`config.mk`:
```
export PLATFORM = sky130hd
export DESIGN_NAME = mem_arbiter
export DESIGN_NICKNAME = d
export VERILOG_FILES = /design/src/rtl/mem_arb_pkg.sv /design/src/rtl/rr_pick.sv /design/src/rtl/mem_arbiter.sv
export SDC_FILE = /design/constraint.sdc
export NUM_CORES = 1
export LEC_CHECK = 0
export BUFFER_PORTS_ARGS = -buffer_cell sky130_fd_sc_hd__buf_2
export CORE_AREA = 2 2 109 111
export DETAILED_ROUTE_END_ITERATION = 16
export DIE_AREA = 0 0 111 113
export MAX_ROUTING_LAYER = met4
export PLACE_DENSITY = 0.72
export SLEW_MARGIN = 20
export SYNTH_ARGS = -nofsm -noshare
export SYNTH_HDL_FRONTEND = slang
export SYNTH_HIERARCHICAL = 1
export SYNTH_SLANG_ARGS = --single-unit
```
`constraint.sdc`:
```
create_clock -name clk -period 3.8 [get_ports clk]
set_clock_uncertainty 0.05 [all_clocks]
set_input_delay 0.76 -clock clk [delete_from_list [all_inputs] [get_ports clk]]
set_output_delay 0.76 -clock clk [all_outputs]
set_load 0.02 [all_outputs]
```
`src/rtl/mem_arb_pkg.sv`:
```
// Shared types and helpers for the memory-port arbiter.
// The alignment check is used only when MEM_ARB_ERR_EN is defined.
package mem_arb_pkg;

    localparam int unsigned ADDR_BUS  = 32;
    localparam int unsigned DATA_BUS  = 32;
    localparam int unsigned WIDTH_BUS = 4;

    localparam logic [WIDTH_BUS-1:0] WIDTH_BYTE = WIDTH_BUS'(1);
    localparam logic [WIDTH_BUS-1:0] WIDTH_HALF = WIDTH_BUS'(2);
    localparam logic [WIDTH_BUS-1:0] WIDTH_WORD = WIDTH_BUS'(4);

    typedef enum logic [1:0] {
        ST_IDLE   = 2'd0,
        ST_ACCESS = 2'd1,
        ST_RESP   = 2'd2
    } arb_state_e;

    typedef struct packed {
        logic                 we;
        logic [ADDR_BUS-1:0]  addr;
        logic [WIDTH_BUS-1:0] width;
        logic [DATA_BUS-1:0]  data;
    } mem_req_t;

    // Natural alignment: only the two low address bits matter.
    function automatic logic is_aligned(input logic [1:0] addr_lo, input logic [WIDTH_BUS-1:0] width);
        case (width)
            WIDTH_BYTE: return 1'b1;
            WIDTH_HALF: return ~addr_lo[0];
            WIDTH_WORD: return (addr_lo == 2'b00);
            default:    return 1'b0;
        endcase
    endfunction

endpackage

```
`src/rtl/rr_pick.sv`:
```
// Combinational round-robin selector: first set request at or after ptr_i, wrapping.
module rr_pick #(
    parameter int unsigned NUM_REQ = 2,
    localparam int unsigned IDX_W = $clog2(NUM_REQ)
) (
    input  logic [NUM_REQ-1:0] req_i,
    input  logic [IDX_W-1:0]   ptr_i,
    output logic [NUM_REQ-1:0] grant_c,
    output logic [IDX_W-1:0]   idx_c,
    output logic               valid_c
);

    int unsigned      cand;
    logic [IDX_W-1:0] cand_idx;

    always_comb begin
        grant_c  = '0;
        idx_c    = '0;
        valid_c  = 1'b0;
        cand     = 0;
        cand_idx = '0;
        for (int unsigned i = 0; i < NUM_REQ; i++) begin
            cand     = (32'(ptr_i) + i) % NUM_REQ;
            cand_idx = IDX_W'(cand);
            if (!valid_c && req_i[cand_idx]) begin
                valid_c           = 1'b1;
                grant_c[cand_idx] = 1'b1;
                idx_c             = cand_idx;
            end
        end
    end

endmodule

```
`src/rtl/mem_arbiter.sv`:
```
// Round-robin arbiter sharing the byte-lane memory adapter port among NUM_REQ requesters.
// Optional misalignment reject enabled by defining MEM_ARB_ERR_EN.
module mem_arbiter
    import mem_arb_pkg::*;
#(
    parameter int unsigned NUM_REQ = 2
) (
    input  logic                          clk,
    input  logic                          rst,
    input  logic [NUM_REQ-1:0]            req_i,
    input  logic [NUM_REQ-1:0]            req_we_i,
    input  logic [NUM_REQ*ADDR_BUS-1:0]   req_addr_i,
    input  logic [NUM_REQ*WIDTH_BUS-1:0]  req_width_i,
    input  logic [NUM_REQ*DATA_BUS-1:0]   req_data_i,
    output logic [NUM_REQ-1:0]            ack_o,
    output logic [DATA_BUS-1:0]           rdata_o,
    output logic [NUM_REQ-1:0]            err_o,
    output logic                          mem_ce_o,
    output logic                          mem_we_o,
    output logic [ADDR_BUS-1:0]           mem_addr_o,
    output logic [WIDTH_BUS-1:0]          mem_width_o,
    output logic [DATA_BUS-1:0]           mem_data_o,
    input  logic [DATA_BUS-1:0]           mem_data_i
);

    localparam int unsigned IDX_W = $clog2(NUM_REQ);

    arb_state_e         state_q, state_d;
    mem_req_t           req_q, req_d;
    logic [NUM_REQ-1:0] win_oh_q, win_oh_d;
    logic [IDX_W-1:0]   win_idx_q, win_idx_d;
    logic [IDX_W-1:0]   rr_ptr_q, rr_ptr_d;
    logic [NUM_REQ-1:0] ack_q, ack_d;
    logic [NUM_REQ-1:0] err_q, err_d;
    logic               ce_q, ce_d;
    logic               we_q, we_d;
    logic               resp_ld_q, resp_ld_d;

    logic [NUM_REQ-1:0] pick_grant_c;
    logic [IDX_W-1:0]   pick_idx_c;
    logic               pick_valid_c;
    mem_req_t           sel_req_c;

    rr_pick #(
        .NUM_REQ (NUM_REQ)
    ) u_rr_pick (
        .req_i   (req_i),
        .ptr_i   (rr_ptr_q),
        .grant_c (pick_grant_c),
        .idx_c   (pick_idx_c),
        .valid_c (pick_valid_c)
    );

    // Field mux for the current round-robin winner.
    always_comb begin
        sel_req_c = '0;
        for (int unsigned k = 0; k < NUM_REQ; k++) begin
            if (pick_grant_c[k]) begin
                sel_req_c.we    = req_we_i[k];
                sel_req_c.addr  = req_addr_i[ADDR_BUS*k +: ADDR_BUS];
                sel_req_c.width = req_width_i[WIDTH_BUS*k +: WIDTH_BUS];
                sel_req_c.data  = req_data_i[DATA_BUS*k +: DATA_BUS];
            end
        end
    end

    always_comb begin
        state_d   = state_q;
        req_d     = req_q;
        win_oh_d  = win_oh_q;
        win_idx_d = win_idx_q;
        rr_ptr_d  = rr_ptr_q;
        ack_d     = '0;
        err_d     = '0;
        ce_d      = 1'b0;
        we_d      = 1'b0;
        resp_ld_d = 1'b0;

        case (state_q)
            ST_IDLE: begin
                if (pick_valid_c) begin
                    req_d     = sel_req_c;
                    win_oh_d  = pick_grant_c;
                    win_idx_d = pick_idx_c;
`ifdef MEM_ARB_ERR_EN
                    if (!is_aligned(sel_req_c.addr[1:0], sel_req_c.width)) begin
                        state_d = ST_RESP;
                        err_d   = pick_grant_c;
                    end else begin
                        state_d = ST_ACCESS;
                        ce_d    = 1'b1;
                        we_d    = sel_req_c.we;
                    end
`else
                    state_d = ST_ACCESS;
                    ce_d    = 1'b1;
                    we_d    = sel_req_c.we;
`endif
                end
            end
            ST_ACCESS: begin
                state_d   = ST_RESP;
                ack_d     = win_oh_q;
                resp_ld_d = ~req_q.we;
            end
            ST_RESP: begin
                state_d  = ST_IDLE;
                rr_ptr_d = (win_idx_q == IDX_W'(NUM_REQ - 1)) ? '0 : win_idx_q + IDX_W'(1);
            end
            default: begin
                state_d = ST_IDLE;
            end
        endcase
    end

    always_ff @(posedge clk or posedge rst) begin
        if (rst) begin
            state_q   <= ST_IDLE;
            req_q     <= '0;
            win_oh_q  <= '0;
            win_idx_q <= '0;
            rr_ptr_q  <= '0;
            ack_q     <= '0;
            err_q     <= '0;
            ce_q      <= 1'b0;
            we_q      <= 1'b0;
            resp_ld_q <= 1'b0;
        end else begin
            state_q   <= state_d;
            req_q     <= req_d;
            win_oh_q  <= win_oh_d;
            win_idx_q <= win_idx_d;
            rr_ptr_q  <= rr_ptr_d;
            ack_q     <= ack_d;
            err_q     <= err_d;
            ce_q      <= ce_d;
            we_q      <= we_d;
            resp_ld_q <= resp_ld_d;
        end
    end

    assign ack_o       = ack_q;
    assign err_o       = err_q;
    assign mem_ce_o    = ce_q;
    assign mem_we_o    = we_q;
    assign mem_addr_o  = req_q.addr;
    assign mem_width_o = req_q.width;
    assign mem_data_o  = req_q.data;

    // Adapter load data arrives in the response cycle and is forwarded as-is.
    assign rdata_o = resp_ld_q ? mem_data_i : '0;

endmodule
```
After elaboration in Yosys (flattened, before gate mapping)
Cells that the tools add are included.

operators by class
  equality and inequality tests = 3
  $mul = 0
  mux-type cells = 26
  magnitude comparators = 4
  reduce and logical (&&, ||, !) cells = 6
  add/sub/neg operators = 2
  bitwise gates (word level) = 2
  div/mod/pow operators = 0
  shift-type cells = 0

operator list
  operator             count
  $mux 69              2
  $mux 32              1
  $mux 1               16
  $mux 2               4
  $lt 1x2->1 const B   2
  $pmux 2 s2           1
  $logic_and 1x1->1    3
  $add 1x1->1 const B  2
  $demux 1 s1          2
  $eq 2x1->1 const B   1
  $eq 2x2->1 const B   1
  $ge 1x1->1 const B   2
  $logic_not 2->1      1
  $ne 2x2->1 const B   1
  $or 2x2->2           1
  $reduce_and 2->1     1
  $logic_not 1->1      1
  $not 1->1            1

storage, ports and cells
  memories kept = 0
  bits of input ports = 174
  latch bits = 0
  memory bits (writable) = 0
  memory bits (read-only) = 0
  bits in registers = 80

Logic depth before layout (Yosys ltp)
  depth in word-level cells = 11
  mapped depth = 9

Modules after synthesis
Netlist, hierarchy kept.

by module, submodules not included
  module       area each (um^2)  sequential area each (um^2)  times used  cells each
  mem_arbiter  4388.0            2001.9                       1           441
  rr_pick      32.5              0.0                          1           5

Least setup slack after synthesis
No wires, ideal clock.

  path type = input -> register
  start point = in req_i[1]
  end point = reg req_q (netlist bit mem_data_o[15])
  data arrival time = 1.710 ns
  setup slack = 1.917 ns
  required time = 3.627 ns
  stages = 8
  cell sequence = a21boi_0 -> buf_6 -> nor2b_4 -> buf_6 -> buf_8 -> buf_8 -> a22oi_2 -> a21oi_2

on the way
  cells in the longest elaborated chain, start to end = 8
  elaborated cells on any way between the ends = 14
  classes of those cells = mux (10); bitwise (1); reduce/logical (3)

RTL lines
  what                                       line                text
  start, declared                            mem_arbiter.sv:10   input logic [NUM_REQ-1:0] req_i,
  $mux 1 (implied by the code) (2 in a row)  rr_pick.sv:25       if (!valid_c && req_i[cand_idx]) begin
  $mux 1                                     rr_pick.sv:25
  $logic_not 1->1                            rr_pick.sv:25
  $logic_and 1x1->1                          rr_pick.sv:25
  $mux 2                                     rr_pick.sv:25
  $mux 69 (2 in a row)                       mem_arbiter.sv:58   if (pick_grant_c[k]) begin
  end signal, assigned                       mem_arbiter.sv:130  req_q <= req_d;
  end, declared                              mem_arbiter.sv:29   mem_req_t req_q, req_d;

Several ways; a longest one is shown, not always the timed one. The select of a mux whose other input is x is not followed.
A chain may end at the register's enable or synchronous reset.

Worst setup path in the final report
  start point = reg resp_ld_q
  end point = out rdata_o[28]

on the way
  cells in the longest elaborated chain, start to end = 1

RTL lines
  what                    line                text
  start, declared         mem_arbiter.sv:37   logic resp_ld_q, resp_ld_d;
  start signal, assigned  mem_arbiter.sv:138  resp_ld_q <= resp_ld_d;
  $mux 32                 mem_arbiter.sv:151  assign rdata_o = resp_ld_q ? mem_data_i : '0;
  end, declared           mem_arbiter.sv:16   output logic [DATA_BUS-1:0] rdata_o,

Every way passes these cells.

==> metrics.md <==
| Metric | Value |
|---|---|
| Final Util | 0.500 |
| R2R Path Start | rr_ptr_q |
| Fraction of layout cells with a size suffix above 1 | 0.540 |
| H-tree depth | 3 |
| Clock network latency to the later pin of the worst-skew pair | ~0.32 ns |
| Port bufs | about 280 |
| Worst-case hold slack | around 0.4 ns |
| Number of vias per cell | approximately 4.8 |
| Final max-slew violation count | 0 |
| Final antenna-violating net count | 0 |
| Per-cell routed wire length | 13.8 um |
| Critical path peak fanout | 32 |
| Post-synth design cell area | approximately 4400 um2 |
| Total non-filler cell area in the finished layout | between 5000 and 6000 um2 |
| Standard-cell rows | 39 |
| Startpoint of the worst hold path | win_idx_q |
| Placeable core area | approximately 11,000 um2 |
| Filler cell count in the final layout | 1,061 |
| Initial antenna violation count | 1 |
| Number of endpoints with negative hold slack in the final report | 0 |
| Synthesized area per cell | a little under 10 um2 |
| Overall global routing resource usage | 0.180 |
| Post-CTS clock slew at the launch and capture registers of the worst setup and hold paths | ~0.06 ns |
| Global placer's final weighted congestion | 0.817 |
| Number of maximum-capacitance violations | 0 |
| Tcrit/Tclk final | 0.597 |
| Clock buffers created by TritonCTS | 9 |
| Area fraction of the dominant cell type after synthesis | 0.453 |
| Launching element type of the critical path | flip-flop |
| Warnings from Yosys | 6 |
| CP Capture Type | primary output |
| Capture instance of the worst register-to-register path | mem_addr_o[4] |
| Die Footprint | ~13,000 um2 |
| Post-DP Area | roughly 5300 um2 |
| Setup violation total in the final timing report | 0 |
| First-pass GRT wire length | around 18 mm |
| Measured slew at the worst slew-check pin | about 0.93 ns |
| Clk root buf | clkbuf_16 |
| Leading register cell type out of synthesis | dfrtp_1 |
| Number of synthesized register bits | 80 |
| Top library cells by usage in the layout, fill and taps aside | 277 x buf_2, 80 x dfrtp_1, 69 x nor2_1 |
| Achievable frequency | 0.441 GHz |
| Static Leakage | ~0.0028 uW |
| HPWL after detailed placement | ~8.6 mm |
| Reg2Reg Depth | 5 |
| Combined area of the multi-input logic cells | 1670 um2 |
| Total vias in the final route | between 3,000 and 4,000 |
| 1st-pass router iterations | 4 |
| TritonCTS sink count | 80 |
| Routed wire length | between 10 and 15 mm |
| Clock tree from TritonCTS | yes |
| Peak supply drop | approximately 0.47 mV |
| Maximum count of clock buffers along a single path | 2 |
| Total gr overflow | 0 |
| Initial detailed-routing violation count | 155 |
| Post CTS Setup Buffer Count | 0 |
| Crit Path Category | flip-flop to primary output |
| Worst path required time | between 2 and 3 ns |
| Most common cell after layout, fill and taps aside | buf_2 |
| Endpoint arrival time on the critical path | about 1.5 ns |
| Cell types with the largest area share after synthesis | dfrtp_1 45%, buf_4 13%, a22oi_1 8.2% |
| Number of enable-type register cells in the synthesized netlist | 0 |
| Area growth from synthesis to layout | 27.4% |
| Final net count | between 800 and 900 |
| Synth unique cells | 26 |
| Via count of the first global-routing pass | 3,858 |
| Dominant cell type by area after synthesis | dfrtp_1 |
| Combined flip-flop and latch cell area | 2000 um2 |
| Time the worst path needs with I/O delays and setup | roughly 2.3 ns |
| Total negative slack | 0 ns |
| Number of buffers inserted by hold repair at cts | 0 |
| CTS-repair resized insts | 0 |
| Pin count of the biggest net entering global routing | between 80 and 90 |
| Post-synth ARST share | 1.00 |
| RSZ-0062 raised after global routing | false |
| Number of DRC violations after detailed routing | 0 |
| Share of the yosys chip area belonging to registers | 0.453 |
| Instance count of the mapped netlist | around 450 |
| R2r setup slk | 1.96 ns |
| Pwr dens | between 800 and 900 nW/um2 |
| Worst hold path type | flip-flop to flip-flop |
| Worst slew margin relative to its limit | 0.379 |
| Number of placed I/O pins | 280 |
| Result of the run | completed |
| Horizontal die dimension | between 100 and 150 um |
| Vertical die dimension | roughly 110 um |
| Starting density of the core | 0.392 |
| Worst hold path depth | 1 |
| Endpoint of the worst hold-timing path | rr_ptr_q |
-- synth_stat cells (3+ instances only) --
| library cell | count |
|---|---|
| buf_2 | 14 |
| and2_1 | 34 |
| a21oi_1 | 48 |
| nor2b_1 | 3 |
| buf_8 | 3 |
| mux2_2 | 3 |
| buf_6 | 3 |
| a22oi_1 | 48 |
| clkbuf_1 | 7 |
| a22oi_2 | 20 |
| dfrtp_1 | 80 |
| a21oi_2 | 20 |
| nor2_1 | 69 |
| inv_1 | 3 |
| a21boi_0 | 3 |
| buf_4 | 78 |
-- where the power goes --
group / internal, uW / leakage [uW] / total, uW / switching (uW)
Sequential: 1290 / 0.000942 / 1540 / 245
Clock: 573 / 0.000156 / 908 / 335
Combinational: 809 / 0.00172 / 2260 / 1450
Total: 2670 / 0.00282 / 4700 / 2030
-- sequential cells by signal, summed over array words and instances, names as in the netlist --
signal / cells
mem_data_o: 32
mem_addr_o: 32
mem_ce_o: 1
mem_we_o: 1
win_idx_q: 1
win_oh_q: 2
resp_ld_q: 1
rr_ptr_q: 1
state_q: 2
req_q: 1
mem_width_o: 4
ack_o: 2
-- worst max path at each step --
| stage | from | end | slack, ns | cells past startpoint |
|---|---|---|---|---|
| after floorplan | rst | ack_o[0] | 0.94 | 1 |
| after global placement | req_i[0] | mem_width_o[1] | 1.45 | 6 |
| after detailed placement | req_i[0] | mem_addr_o[12] | 1.43 | 6 |
| after CTS | resp_ld_q | rdata_o[15] | 1.50 | 2 |
| after global routing | resp_ld_q | rdata_o[15] | 1.34 | 2 |
| final | resp_ld_q | rdata_o[28] | 1.53 | 2 |
-- worst max-delay path, cell delays in order (launching register included) --
cell	delay, ns
dfrtp_1	0.73
and2_1	0.23
buf_2	0.17
-- routing by layer --
layer,vias to the layer above,global-route usage,part of all wire
met5,-,-,0
met4,0,0.0892,0.032
met3,22,0.0402,0.065
met2,170,0.324,0.53
met1,1736,0.187,0.37
li1,1850,-,-
-- stage by stage --
step           total power [uW]  worst slack (ns)  instances
6_report                   4700              1.53        788
2_1_floorplan              3670             0.938        447
4_1_cts                    4770              1.50        787
3_3_place_gp               3770              1.45        771
5_1_grt                    5040              1.34        788
3_5_place_dp               3850              1.43        771
-- kinds of logic after synthesis --
| kind of cell | synth area share |
|---|---|
| multiplexers | 0.00764 |
| AND/OR/NAND/NOR | 0.123 |
| other | 0.000848 |
| buffers and inverters | 0.175 |
| AO/OA/AOI/OAI | 0.241 |
| flip-flops | 0.453 |
-- final cells by class --
| cell class | instances | area share |
|---|---|---|
| Sequential cell | 80 | 0.356 |
| Multi-Input combinational cell | 259 | 0.296 |
| Timing Repair Buffer | 286 | 0.258 |
| Clock buffer | 10 | 0.0407 |
| Tap cell | 143 | 0.0318 |
| Clock inverter | 6 | 0.0149 |
| Inverter | 3 | 0.00222 |
| Antenna cell | 1 | 0.000444 |
Power figures use the tool's default switching activity.
